File: src/rtl/memory_bank_mio.sv
// memory_bank_mio: word-addressed register file with NUM_IO memory-mapped IO channels at the top of the map.
// All architectural state lives in one flat vector that doubles as the scan chain.
module memory_bank_mio #(
    parameter int ADDR_WIDTH = 5,
    parameter int DATA_WIDTH = 8,
    parameter int NUM_IO = 2,
    parameter logic [NUM_IO-1:0] EDGE_MODE = 2'b01
) (
    input  logic                             clk,
    input  logic                             rst,
    input  logic [ADDR_WIDTH-1:0]            address,
    input  logic [DATA_WIDTH-1:0]            data_in,
    input  logic                             write_enable,
    input  logic                             read_enable,
    output logic [DATA_WIDTH-1:0]            data_out,
    input  logic                             scan_enable,
    input  logic                             scan_in,
    output logic                             scan_out,
    input  logic [NUM_IO-1:0]                io_in,
    output logic [NUM_IO*(DATA_WIDTH-1)-1:0] io_out
);
    localparam int MEM_SIZE = 2**ADDR_WIDTH - NUM_IO;
    localparam int OW = DATA_WIDTH - 1;
    localparam int IO_BASE = MEM_SIZE * DATA_WIDTH;
    localparam int L = (MEM_SIZE + NUM_IO) * DATA_WIDTH;

    // Chain order: mem[0..] then per channel {edge_flag, out_reg}, bit 0 nearest scan_in
    logic [L-1:0] state;
    logic [NUM_IO-1:0] sync1, sync2, prev, edge_flag, sel, in_bit, rise;

    for (genvar k = 0; k < NUM_IO; k++) begin : g_io
        assign io_out[k*OW +: OW] = state[IO_BASE + k*DATA_WIDTH +: OW];
        assign edge_flag[k] = state[IO_BASE + k*DATA_WIDTH + OW];
        assign sel[k] = address == ADDR_WIDTH'(MEM_SIZE + k);
        assign in_bit[k] = EDGE_MODE[k] ? edge_flag[k] : sync2[k];
    end

    assign rise = sync2 & ~prev;
    assign scan_out = state[L-1];

    always_comb begin
        data_out = state[int'(address)*DATA_WIDTH +: DATA_WIDTH];
        for (int k = 0; k < NUM_IO; k++)
            if (sel[k]) data_out = {state[IO_BASE + k*DATA_WIDTH +: OW], in_bit[k]};
    end

    always_ff @(posedge clk or negedge rst) begin
        if (!rst) begin
            state <= '0;
            sync1 <= '0;
            sync2 <= '0;
            prev  <= '0;
        end else begin
            sync1 <= io_in;
            sync2 <= sync1;
            prev  <= sync2;
            if (scan_enable) begin
                state <= {state[L-2:0], scan_in};
            end else begin
                if (write_enable && address < ADDR_WIDTH'(MEM_SIZE))
                    state[int'(address)*DATA_WIDTH +: DATA_WIDTH] <= data_in;
                for (int k = 0; k < NUM_IO; k++) begin
                    if (write_enable && sel[k])
                        state[IO_BASE + k*DATA_WIDTH +: OW] <= data_in[DATA_WIDTH-1:1];
                    // a new edge in the clearing cycle wins so it is never lost
                    if (rise[k])
                        state[IO_BASE + k*DATA_WIDTH + OW] <= 1'b1;
                    else if ((read_enable || write_enable) && sel[k])
                        state[IO_BASE + k*DATA_WIDTH + OW] <= 1'b0;
                end
            end
        end
    end
endmodule

File: config.mk
export PLATFORM = sky130hd
export DESIGN_NAME = memory_bank_mio
export DESIGN_NICKNAME = d
export VERILOG_FILES = /design/src/rtl/memory_bank_mio.sv
export SDC_FILE = /design/constraint.sdc
export NUM_CORES = 1
export LEC_CHECK = 0
export ABC_AREA = 1
export CAP_MARGIN = 15
export CORE_MARGIN = 2
export CORE_UTILIZATION = 45
export DETAILED_ROUTE_END_ITERATION = 12
export GPL_TIMING_DRIVEN = 0
export PLACE_DENSITY = 0.72
export RECOVER_POWER = 100
export SLEW_MARGIN = 15
export SYNTH_ARGS = -nofsm -noshare
export SYNTH_HDL_FRONTEND = slang
export SYNTH_SLANG_ARGS = --single-unit
File: constraint.sdc
create_clock -name clk -period 4.67 [get_ports clk]
set_clock_uncertainty 0.1 [all_clocks]
set_input_delay 1.401 -clock clk [delete_from_list [all_inputs] [get_ports clk]]
set_output_delay 1.401 -clock clk [all_outputs]
set_load 0.02 [all_outputs]
==> results.json <==
{
  "finalHoldWorstSlack_ns": 0.2538,
  "clkLatencyLatePin_ns": 0.60,
  "power_density_nw_per_um2": 419.1,
  "ys_ff_latch": 262,
  "path_cells": "buf_4 -> inv_4 -> buf_12 -> clkbuf_2 -> o21ai_0 -> nand3_1 -> nand3_2 -> nand2_2 -> nand2_2 -> nand2_1 -> nand2_1 -> nand2_1 -> buf_4",
  "slew_violations": 86,
  "grt_pass1_vias": 18305,
  "ys.flop_type": "dfrtp_1",
  "ant_nets": 0,
  "ff2ff_path_depth": 4,
  "port_buffers": 41,
  "cts_tree": "built",
  "grt.total_usage": 0.4648,
  "gp_congestion": 1.088,
  "cts-root-buf": "clkbuf_16",
  "num_vias": 19393,
  "first_pass_iters": 6,
  "routedWlPerCell_microns": 28.93,
  "antenna_found_initial": 1,
  "die_x_microns": 195.4,
  "worst_pin_slew_ns": 2.255,
  "slew_headroom": -0.5032,
  "layout.nets": 2639,
  "grt_max_degree": 90,
  "max_stage_delay_ns": 0.34,
  "drc": 0,
  "crit_type": "in -> out",
  "grt_pass1_wl_microns": 126600,
  "rows": 70,
  "syn2layout_area_growth_pct": 18.10,
  "synth_edf_count": 0,
  "seq_area_frac_synth": 0.3976,
  "coreArea_sq_um": 36350,
  "netlist_instances": 2527,
  "synthArstFlopShare": 1.000,
  "drt_iter0_drc": 2754,
  "fmax_mhz": 212.5,
  "fin_crit_sh": 1.008,
  "crit_top_cell": "nand2_1",
  "total_power_mw": 8.162,
  "startpoint_type": "input pin",
  "min_path_cells": 0,
  "ctsHoldBuffers": 0,
  "synth_top_area_cell": "dfrtp_1",
  "dieArea_sq_um": 38190,
  "cts_buffers": 31,
  "syn_area_sq_um": 16490,
  "fin_crit_ns": 4.706,
  "layout_commonest_cell": "nand2_1",
  "synth_warnings": 0,
  "rsz0062_at_grt": "yes",
  "final.setup.worst_slack_ns": -0.03580,
  "io_pins": 44,
  "viasPerCell": 6.248,
  "die_h_microns": 195.4,
  "endpoint_kind": "output pin",
  "cts_sinks": 262,
  "worstPathArrival_ns": 3.20,
  "clk_pin_slew_ns": 0.06,
  "required_ns": 3.17,
  "maxCapViolations": 1,
  "synth_top_area_share": 0.3976,
  "cp_slowest_cell": "o21ai_0",
  "synthesis.nets": 2553,
  "cp_max_fo": 10,
  "synthDistinctLibCells": 32,
  "initial_core_util": 0.4537,
  "cts_buffer_depth": 3,
  "avgSynthCellArea_sq_um": 6.526,
  "leakagePower_nw": 9.071,
  "hold_viol": 0,
  "min_path_type": "reg -> reg",
  "htreeDepth": 1,
  "final_cell_mix": "nand2_1, nand3_1, nor2_1",
  "status": "complete, but fails checks",
  "synthTopCellsByArea": "dfrtp_1, nand2_1, nand3_1, nor2_1, inv_1",
  "dp_hpwl_microns": 68520,
  "setup_viol": 2,
  "dp_slack_ns": -2.316,
  "ir_drop_uv": 339.4,
  "drive_gt1_frac": 0.1093,
  "routed_wl_microns": 89790,
  "grt-ovfl-total": 0,
  "post-route-util": 0.5358,
  "failed_checks": "max-capacitance violations, max-slew violations, negative setup slack"
}
sequential cells by signal, indices dropped and copies added, names as in the netlist:
signal  flops
prev        2
state     256
sync1       2
sync2       2
timing repair:
item,in CTS,in global routing
endpoints found under the setup margin,264,16
setup buffers,8,1
gates resized for setup,236,92
gates cloned,1,0
pin swaps,5,14
through the flow:
step                      std cells  instance area, sq um   TNS, ns
after global placement         3036                 17490  -2742.93
after global routing           3103                 19470  -0.01277
after floorplan                2527                 16490         0
final                          3104                 19470  -0.04298
after CTS                      3102                 19250  -0.09828
after detailed placement       3038                 17550   -313.76
layout make-up:
type / instances / area (sq um)
Fill cell: 3692 / 16870
Clock buffer: 46 / 932.1
Sequential cell: 262 / 6556
Clock inverter: 9 / 126.4
Inverter: 146 / 560.5
Multi-Input combinational cell: 1971 / 9069
Timing Repair Buffer: 53 / 539.3
Antenna cell: 1 / 2.502
Tap cell: 468 / 585.6
Buffer: 148 / 1104
report_power, final:
group,switching [mW],internal [mW],total [mW]
Clock,1.07,1.53,2.60
Combinational,1.44,0.704,2.14
Sequential,0.579,2.84,3.42
path summary, 6_finish.rpt:
check / slack (ns) / endpoint / startpoint
setup / recovery: -0.04 / data_out[6] / address[0]
hold / removal: 0.25 / sync2[1] / sync1[1]
setup reg to reg: 3.39 / state[240] / state[239]
hold reg to reg: 0.25 / sync2[1] / sync1[1]
max in group asynchronous: 1.27 / state[131] / rst
min in group asynchronous: 1.35 / state[87] / rst
kinds of logic (layout without fill, tap and decap cells):
family,count (synthesis),after routing,share of synthesized area
AO/OA/AOI/OAI,214,214,0.07663
adder cells (fa/ha/maj),5,5,0.003794
buffers and inverters,294,402,0.07534
flip-flops,262,262,0.3976
other,0,1,0
AND/OR/NAND/NOR,1752,1752,0.4467
per-layer routing:
layer	up-vias	GRT usage	wire, microns
met1	9089	0.6000	33530
met4	0	0.3588	8573
met3	389	0.1214	11740
met5	-	0	0
met2	1540	0.6642	35940
li1	8375	-	-
cell usage after synthesis (20+ instances only):
library cell	count
nand4_1	20
buf_4	22
nor2_1	314
dfrtp_1	262
buf_2	45
nand3_1	419
nand2_1	907
nor3_1	56
a21oi_1	51
o211ai_1	58
clkbuf_1	64
inv_1	132
o21ai_0	67
critical path: cells and delay by family:
kind            cells  cell delay [ns]
simple gates        7             0.66
buf+inv             5             0.79
compound gates      1             0.34
Note: power is estimated with default switching activity, not from simulation.
